$ cat src/rtl/npc_pkg.sv
// npc_pkg: shared constants and types for the next-PC controller.
//   - NPCOp encodings driven to the PC unit
//   - MIPS opcode / funct / REGIMM rt field values
//   - controller state enum
//   - branch_target(): PC-relative branch target helper
package npc_pkg;

  localparam logic [1:0] NPC_SEQ  = 2'b00;  // PC + 4
  localparam logic [1:0] NPC_ABS  = 2'b01;  // absolute Adress
  localparam logic [1:0] NPC_JMP  = 2'b10;  // {PC[31:28], Adress[25:0], 00}
  localparam logic [1:0] NPC_HOLD = 2'b11;  // keep PC

  localparam logic [5:0] OP_SPECIAL = 6'b000000;
  localparam logic [5:0] OP_REGIMM  = 6'b000001;
  localparam logic [5:0] OP_J       = 6'b000010;
  localparam logic [5:0] OP_JAL     = 6'b000011;
  localparam logic [5:0] OP_BEQ     = 6'b000100;
  localparam logic [5:0] OP_BNE     = 6'b000101;
  localparam logic [5:0] OP_BLEZ    = 6'b000110;
  localparam logic [5:0] OP_BGTZ    = 6'b000111;

  localparam logic [5:0] FN_JR   = 6'b001000;
  localparam logic [5:0] FN_JALR = 6'b001001;

  localparam logic [4:0] RT_BLTZ = 5'b00000;
  localparam logic [4:0] RT_BGEZ = 5'b00001;

  typedef enum logic {SEQ = 1'b0, SLOT = 1'b1} state_t;

  // PC + 4 + (signext(imm) << 2), 32-bit wrap-around.
  function automatic logic [31:0] branch_target(input logic [31:0] pc,
                                                input logic [15:0] imm);
    return pc + 32'd4 + {{14{imm[15]}}, imm, 2'b00};
  endfunction

endpackage

$ cat src/rtl/npc_branch_eval.sv
// npc_branch_eval: combinational decode and resolution of one instruction.
// Ports:
//   Instr, PC, RsData, RtData : instruction, its PC and register operands
//   taken    : instruction redirects control flow
//   op       : NPCOp encoding for the redirect
//   target   : redirect target (branch/jr) or jump index (j/jal)
//   is_link  : jal / jalr
//   is_ctrl  : any branch or jump, taken or not
// Build option: NPC_BRANCH_EXT_EN adds bltz/bgez/blez/bgtz (signed compare on RsData).
import npc_pkg::*;

module npc_branch_eval (
  input  logic [31:0] Instr,
  input  logic [31:0] PC,
  input  logic [31:0] RsData,
  input  logic [31:0] RtData,
  output logic        taken,
  output logic [1:0]  op,
  output logic [31:0] target,
  output logic        is_link,
  output logic        is_ctrl
);

  logic [5:0]  opcode;
  logic [5:0]  funct;
  logic [31:0] br_tgt;
  logic        rs_neg;
  logic        rs_zero;
  logic        unused_bits;

  assign opcode  = Instr[31:26];
  assign funct   = Instr[5:0];
  assign br_tgt  = branch_target(PC, Instr[15:0]);
  assign rs_neg  = RsData[31];
  assign rs_zero = (RsData == 32'd0);
  // shamt and rt-index fields do not steer any decision here
  assign unused_bits = ^{Instr[10:6], Instr[20:16], rs_neg, rs_zero};

  always_comb begin
    taken   = 1'b0;
    op      = NPC_SEQ;
    target  = 32'd0;
    is_link = 1'b0;
    is_ctrl = 1'b0;
    case (opcode)
      OP_BEQ: begin
        is_ctrl = 1'b1;
        taken   = (RsData == RtData);
        op      = NPC_ABS;
        target  = br_tgt;
      end
      OP_BNE: begin
        is_ctrl = 1'b1;
        taken   = (RsData != RtData);
        op      = NPC_ABS;
        target  = br_tgt;
      end
      OP_J, OP_JAL: begin
        is_ctrl = 1'b1;
        taken   = 1'b1;
        op      = NPC_JMP;
        target  = {6'b0, Instr[25:0]};
        is_link = (opcode == OP_JAL);
      end
      OP_SPECIAL: begin
        if (funct == FN_JR || funct == FN_JALR) begin
          is_ctrl = 1'b1;
          taken   = 1'b1;
          op      = NPC_ABS;
          target  = RsData;
          is_link = (funct == FN_JALR);
        end
      end
`ifdef NPC_BRANCH_EXT_EN
      OP_REGIMM: begin
        if (Instr[20:16] == RT_BLTZ || Instr[20:16] == RT_BGEZ) begin
          is_ctrl = 1'b1;
          taken   = (Instr[20:16] == RT_BLTZ) ? rs_neg : !rs_neg;
          op      = NPC_ABS;
          target  = br_tgt;
        end
      end
      OP_BLEZ: begin
        is_ctrl = 1'b1;
        taken   = rs_neg || rs_zero;
        op      = NPC_ABS;
        target  = br_tgt;
      end
      OP_BGTZ: begin
        is_ctrl = 1'b1;
        taken   = !rs_neg && !rs_zero;
        op      = NPC_ABS;
        target  = br_tgt;
      end
`endif
      default: ;
    endcase
  end

endmodule

$ cat src/rtl/npc_ctrl.sv
// npc_ctrl: next-PC control generator feeding the PC unit.
// Ports:
//   clk, PcReSet (async active-high), Hold (stall)
//   Instr, PC, RsData, RtData : current instruction and operands
//   NPCOp, Adress             : redirect command to the PC unit
//   LinkWe, LinkDst, LinkAddr : jal/jalr return-address write
//   SlotErr                   : sticky, control transfer seen in a delay slot
// Parameters: DELAY_SLOT (1 = one-instruction delay slot), LINK_REG (jal dest).
// Build option: NPC_BRANCH_EXT_EN (see npc_branch_eval).
import npc_pkg::*;

module npc_ctrl #(
  parameter bit         DELAY_SLOT = 1'b1,
  parameter logic [4:0] LINK_REG   = 5'd31
) (
  input  logic        clk,
  input  logic        PcReSet,
  input  logic        Hold,
  input  logic [31:0] Instr,
  input  logic [31:0] PC,
  input  logic [31:0] RsData,
  input  logic [31:0] RtData,
  output logic [1:0]  NPCOp,
  output logic [31:0] Adress,
  output logic        LinkWe,
  output logic [4:0]  LinkDst,
  output logic [31:0] LinkAddr,
  output logic        SlotErr
);

  state_t      state_q, state_d;
  logic [1:0]  pend_op_q, pend_op_d;
  logic [31:0] pend_tgt_q, pend_tgt_d;
  logic        slot_err_q, slot_err_d;

  logic        br_taken;
  logic [1:0]  br_op;
  logic [31:0] br_target;
  logic        br_is_link;
  logic        br_is_ctrl;

  npc_branch_eval u_eval (
    .Instr   (Instr),
    .PC      (PC),
    .RsData  (RsData),
    .RtData  (RtData),
    .taken   (br_taken),
    .op      (br_op),
    .target  (br_target),
    .is_link (br_is_link),
    .is_ctrl (br_is_ctrl)
  );

  always_comb begin
    state_d    = state_q;
    pend_op_d  = pend_op_q;
    pend_tgt_d = pend_tgt_q;
    slot_err_d = slot_err_q;
    NPCOp      = NPC_SEQ;
    Adress     = 32'd0;
    LinkWe     = 1'b0;
    LinkDst    = 5'd0;
    LinkAddr   = 32'd0;

    case (state_q)
      SEQ: begin
        if (Hold) begin
          NPCOp = NPC_HOLD;
        end else begin
          if (br_is_link) begin
            LinkWe   = 1'b1;
            LinkDst  = (Instr[31:26] == OP_JAL) ? LINK_REG : Instr[15:11];
            LinkAddr = DELAY_SLOT ? (PC + 32'd8) : (PC + 32'd4);
          end
          if (br_taken) begin
            if (DELAY_SLOT) begin
              // slot instruction executes first; redirect goes out next cycle
              pend_op_d  = br_op;
              pend_tgt_d = br_target;
              state_d    = SLOT;
            end else begin
              NPCOp  = br_op;
              Adress = br_target;
            end
          end
        end
      end
      SLOT: begin
        Adress = pend_tgt_q;
        if (Hold) begin
          NPCOp = NPC_HOLD;
        end else begin
          NPCOp      = pend_op_q;
          state_d    = SEQ;
          pend_op_d  = NPC_SEQ;
          pend_tgt_d = 32'd0;
          // a branch/jump sitting in the slot is ignored, only flagged
          if (br_is_ctrl) slot_err_d = 1'b1;
        end
      end
      default: state_d = SEQ;
    endcase

    // outputs are forced quiet for the whole reset pulse, not just at the edge
    if (PcReSet) begin
      NPCOp    = NPC_SEQ;
      Adress   = 32'd0;
      LinkWe   = 1'b0;
      LinkDst  = 5'd0;
      LinkAddr = 32'd0;
    end
  end

  always_ff @(posedge clk or posedge PcReSet) begin
    if (PcReSet) begin
      state_q    <= SEQ;
      pend_op_q  <= NPC_SEQ;
      pend_tgt_q <= 32'd0;
      slot_err_q <= 1'b0;
    end else begin
      state_q    <= state_d;
      pend_op_q  <= pend_op_d;
      pend_tgt_q <= pend_tgt_d;
      slot_err_q <= slot_err_d;
    end
  end

  assign SlotErr = slot_err_q;

endmodule

$ cat config.mk
export PLATFORM = sky130hd
export DESIGN_NAME = npc_ctrl
export DESIGN_NICKNAME = d
export VERILOG_FILES = /design/src/rtl/npc_pkg.sv /design/src/rtl/npc_branch_eval.sv /design/src/rtl/npc_ctrl.sv
export SDC_FILE = /design/constraint.sdc
export NUM_CORES = 1
export LEC_CHECK = 0
export BUFFER_PORTS_ARGS = -buffer_cell sky130_fd_sc_hd__buf_2
export CELL_PAD_IN_SITES_DETAIL_PLACEMENT = 1
export CELL_PAD_IN_SITES_GLOBAL_PLACEMENT = 2
export CORE_MARGIN = 2
export CORE_UTILIZATION = 30
export CTS_CLUSTER_DIAMETER = 120
export CTS_CLUSTER_SIZE = 40
export DETAILED_ROUTE_END_ITERATION = 12
export PLACE_DENSITY_LB_ADDON = 0.08
export SLEW_MARGIN = 20
export SYNTH_ARGS = -nofsm -noshare
export SYNTH_HDL_FRONTEND = slang
export SYNTH_HIERARCHICAL = 1
export SYNTH_SLANG_ARGS = --single-unit
$ cat constraint.sdc
create_clock -name clk -period 5.5 [get_ports clk]
set_clock_uncertainty 0.15 [all_clocks]
set_input_delay 1.1 -clock clk [delete_from_list [all_inputs] [get_ports clk]]
set_output_delay 1.1 -clock clk [all_outputs]
set_load 0.01 [all_outputs]
# Word-level counts from Yosys, hierarchy flattened
# Index checks and enable logic that the tools add are counted.
classes:
  n_eq_ne: 11
  n_mux: 40
  addsub: 3
  reduce_logical: 7
  bitwise: 2
op_table:
  columns: ["operator", "n"]
  rows:
  - ["$mux 32", 9]
  - ["$pmux 32 s2", 2]
  - ["$pmux 32 s3", 1]
  - ["$add 32x3->32 const B", 1]
  - ["$add 32x32->32", 1]
  - ["$add 32x4->32 const B", 1]
  - ["$eq 32x32->1", 1]
  - ["$ne 32x32->1", 1]
  - ["$mux 5", 5]
  - ["$eq 6x2->1 const B", 2]
  - ["$eq 6x3->1 const B", 2]
  - ["$eq 6x4->1 const B", 2]
  - ["$mux 2", 6]
  - ["$mux 1", 10]
  - ["$pmux 2 s2", 2]
  - ["$logic_not 6->1", 1]
  - ["$ne 2x2->1 const B", 3]
  - ["$pmux 1 s2", 3]
  - ["$pmux 2 s3", 1]
  - ["$reduce_and 3->1", 2]
  - ["$pmux 1 s4", 1]
  - ["$reduce_or 2->1", 2]
  - ["$reduce_or 4->1", 1]
  - ["$not 1->1", 2]
  - ["$logic_or 1x1->1", 1]
totals:
  wordCells: 67
  regBits: 36

# Longest topological paths before layout
depth:
  word_depth: 8
  ltp_mapped: 14
  depth_no_buf: 14

# Hierarchy
# Netlist, hierarchy kept.
modules_own_cells:
  columns: ["mod", "instances", "cells_per_inst", "area_each_um2"]
  rows:
  - ["npc_branch_eval", 1, 396, 2972.9]
  - ["npc_ctrl", 1, 265, 2319.7]

# Least setup slack after synthesis
# OpenSTA, ideal clock, no wires.
synth_timing:
  path_type: "in2out"
  start: "input port Instr[29]"
  end: "output port LinkAddr[18]"
  path_stages: 9
  t_arrival_ns: 2.778
  n_path_buf: 2
  setup_slack_ns: 1.472
  cell_sequence: "nor4_1 -> and4_1 -> buf_6 -> clkbuf_1 -> a22o_1 -> nand3_1 -> inv_1 -> nand2b_1 -> mux2i_1"
synth_via:
  elab_chain_cells: 7
  elab_cells_between_ends: 9
  cone_classes: "2 x eq/ne; 5 x mux; 2 x reduce/logical"
synth_rtl:
  columns: ["item", "line", "source"]
  rows:
  - ["start: declaration", "npc_ctrl.sv:19", "input logic [31:0] Instr,"]
  - ["$eq 6x2->1, on equally long branches", "npc_branch_eval.sv:45, npc_branch_eval.sv:63", null]
  - ["$reduce_or 2->1", "npc_branch_eval.sv:45", "case (opcode)"]
  - ["$pmux 1 s2 (*)", "npc_branch_eval.sv:45", null]
  - ["named net br_is_link", "npc_ctrl.sv:39", "logic br_is_link;"]
  - ["$mux 32 (*)", "npc_ctrl.sv:70", "if (br_is_link) begin"]
  - ["$mux 32 (*)", "npc_ctrl.sv:67", "if (Hold) begin"]
  - ["$mux 32 (*)", "npc_ctrl.sv:65", "case (state_q)"]
  - ["$mux 32 (*)", "npc_ctrl.sv:105", "if (PcReSet) begin"]
  - ["end: declaration", "npc_ctrl.sv:27", "output logic [31:0] LinkAddr,"]
# Mark *: on every way through the listed nets, which the timed path passes. The rest lies on a longest branch.

# Worst setup path in the final report
# Same ends and word-level chain as after synthesis.

==> reports/qor.txt <==
Critical Path Start Type: input pin
met1 routing resource usage after global routing: 32.15%
leakage power total: 3.305 nW
EDFF count, synth: 0
met2 Track Usage GR: 37.83%
TritonCTS clock tree: yes
max-cap viol count: 0
synthesis warning total: 6
number of vias after detailed routing: 5,855
critical path type: input pin to primary output
Critical Path RT: 4250 ps
Resized cells post-CTS: 0
filler cell count: 2,186
First DRT Iteration DRCs: 245
most common cell after layout, fill and taps aside: buf_2
post-detailed-route count of antenna-violating nets: 0
average wire per standard cell: 20.36 um
actual transition at the worst max-transition pin: 805.2 ps
clock sink count: 36
GR Overflow Total: 0
Power, Total: 0.001007 W
run status: complete, no violations
maximum level of the CTS H-tree: 2
core area: 17,300 um2
maximum clock insertion buffer count: 2
maximum achievable frequency: 220.3 MHz
Top Ports: 204
post-synthesis sequential element count: 36
ANT cells: 0
clock-pin slew on the worst setup and hold paths: 50 ps
count of standard-cell rows: 48
number of setup violations in the final report: 0
startpoint of the lowest-slack register-to-register path: state_q
antenna violations before repair: 0
Die Outline Area: 18,720 um2
Total GRT Usage: 22.93%
GR met3 Demand/Resource: 1.556%
grt peak-use layer: met2
commonest cells after routing, fill and taps aside: 203 x buf_2, 58 x ha_1, 47 x nor2_1, 42 x a21oi_1, 42 x xor2_1
worst hold path class: register to register
final total negative setup slack: 0 ps
number of instances in the synthesized netlist: 661
first-pass GRT wire length: 33,310 um
vertical extent of the die: 136.8 um
via density per instance: 5.482
number of buffers inserted during clock tree synthesis: 5
largest fanout on the critical path: 32
total iterations of the first detailed-routing run: 4
kind of end point of the critical path: primary output
layout overhead on the synthesized area: 24.42%
Post-CTS Setup Bufs: 0
hold path start: SlotErr
worst-case vdd ir drop: 0.08381 mV
effective utilization at floorplan: 30.60%
DP HPWL: 18,190 um
maximum number of pins on one net before global-route repair: 37
Pwr per Cell Area: 152.9 nW/um2
number of nets in the synthesized netlist: 851
worst setup path startpoint: Instr[29]
root buffer cell: clkbuf_16
DRC violation count after routing: 0
# nets final: 1,032
Hold Vio Cnt, Final: 0
RSZ-0062 raised after global routing: false
Synth Area per Inst: 8.007 um2
worst slew slack as a fraction of its limit: 46.09%
ys flop type: dfrtp_1
quantity of I/O buffers inserted on ports: 203
Final min period: 4538 ps
GPL Wtd Cong: 0.8696
final period utilization: 82.51%
CTS hold repair buffers: 0
proportion of layout cells with a drive suffix above 1: 28.47%
total standard cell area after synthesis: 5293 um2
Arrival @ worst endpoint: 3290 ps
distinct cell type count of the synthesized netlist: 66
die boundary width: 136.8 um
post-synthesis async set-or-reset flop share: 100.0%
clk_lat worst skew: 280 ps
Slew Viols, Final: 0
routed wire length: 21,750 um
sequential area share after synthesis: 17.02%
via count of the first global-routing pass: 5,933
## logic make-up (layout without fill, tap and decap cells)
logic type,count (synthesis),count (layout),share of synthesized area [%]
AND/OR/NAND/NOR,233,233,24.28
multiplexers,1,1,0.1891
AO/OA/AOI/OAI,212,212,28.51
adder cells (fa/ha/maj),59,59,14.09
flip-flops,36,36,17.02
buffers and inverters,58,240,5.650
XOR/XNOR,62,62,10.26
## flip-flops by register name, indices dropped and copies added (netlist names)
signal / count
pend_tgt_q: 32
pend_op_q: 2
state_q: 1
SlotErr: 1
## through the flow
stage | worst slack (ps) | util [%] | instance area [um2] | hold slack [ps] | cells
global route | 801.8 | 38.07 | 6585 | 346.2 | 1068
floorplan | 1472 | - | 5293 | 314.6 | 661
global placement | 1123 | 37.23 | 6439 | 305.5 | 1060
CTS | 878.7 | 38.07 | 6585 | 329.6 | 1068
detailed placement | 895.6 | 37.23 | 6439 | 317.5 | 1060
finish | 961.7 | 38.07 | 6585 | 327.9 | 1068
## routing by layer
layer | wire length [um] | vias up
li1 | - | 2848
met1 | 10350 | 2839
met2 | 9936 | 148
met3 | 999 | 20
met4 | 462 | 0
met5 | 0 | -
## cells in the mapped netlist, types with 3 or more instances
| cell | number | area share (%) |
|---|---|---|
| nand3_1 | 18 | 1.7 |
| a22o_1 | 35 | 5.8 |
| nor2_1 | 47 | 3.3 |
| nand4_1 | 15 | 1.8 |
| xnor2_1 | 20 | 3.3 |
| buf_6 | 7 | 1.5 |
| or2_2 | 3 | 0.35 |
| a22oi_1 | 22 | 3.1 |
| ha_1 | 58 | 14 |
| nor3b_1 | 3 | 0.43 |
| a21oi_1 | 42 | 4.0 |
| clkbuf_1 | 25 | 1.8 |
| and3_1 | 5 | 0.59 |
| o21bai_1 | 4 | 0.57 |
| nor3_1 | 7 | 0.66 |
| o211ai_1 | 4 | 0.57 |
| xor2_1 | 42 | 7.0 |
| nand2_1 | 37 | 2.6 |
| and2_1 | 37 | 4.4 |
| nand2b_1 | 4 | 0.47 |
| o21ai_0 | 31 | 2.9 |
| and4_1 | 4 | 0.66 |
| or4_1 | 15 | 2.1 |
| nor2b_1 | 3 | 0.35 |
| or3_1 | 6 | 0.71 |
| nor4_1 | 18 | 2.1 |
| a222oi_1 | 3 | 0.57 |
| o31ai_1 | 16 | 2.3 |
| a21o_1 | 22 | 3.1 |
| dfrtp_1 | 36 | 17 |
| o21a_1 | 7 | 0.99 |
| inv_1 | 21 | 1.5 |
## critical path, cell delays in order
cell	delay (ps)
buf_2	120
nor4_1	370
and4_1	280
a22o_1	160
nand3_1	180
buf_4	300
inv_1	400
nand2b_1	100
mux2i_1	130
buf_2	140
## power by group
part / switching, W / total (W) / leakage [nW] / internal, W
Sequential: 0.00000466 / 0.000277 / 0.501 / 0.000272
Combinational: 0.000269 / 0.000444 / 2.73 / 0.000175
Clock: 0.000105 / 0.000286 / 0.0712 / 0.000181
## path summary, 6_finish.rpt
path | end | slack (ps) | depth (start not counted)
max in group asynchronous | pend_tgt_q[0] | 4030 | 3
setup / recovery | LinkAddr[18] | 960 | 10
hold reg to reg | SlotErr | 330 | 1
setup reg to reg | pend_tgt_q[13] | 3500 | 3
min in group asynchronous | pend_op_q[0] | 840 | 3
hold / removal | SlotErr | 330 | 1
## cell type report
type | count | area [um2] | area share (%)
tap | 225 | 281.5 | 4.275
multi-input combinational | 567 | 4101 | 62.28
clock buffer | 8 | 146.4 | 2.223
inverter | 21 | 78.83 | 1.197
timing repair buffer | 211 | 1076 | 16.34
sequential | 36 | 900.9 | 13.68
Power figures use the tool's default switching activity.
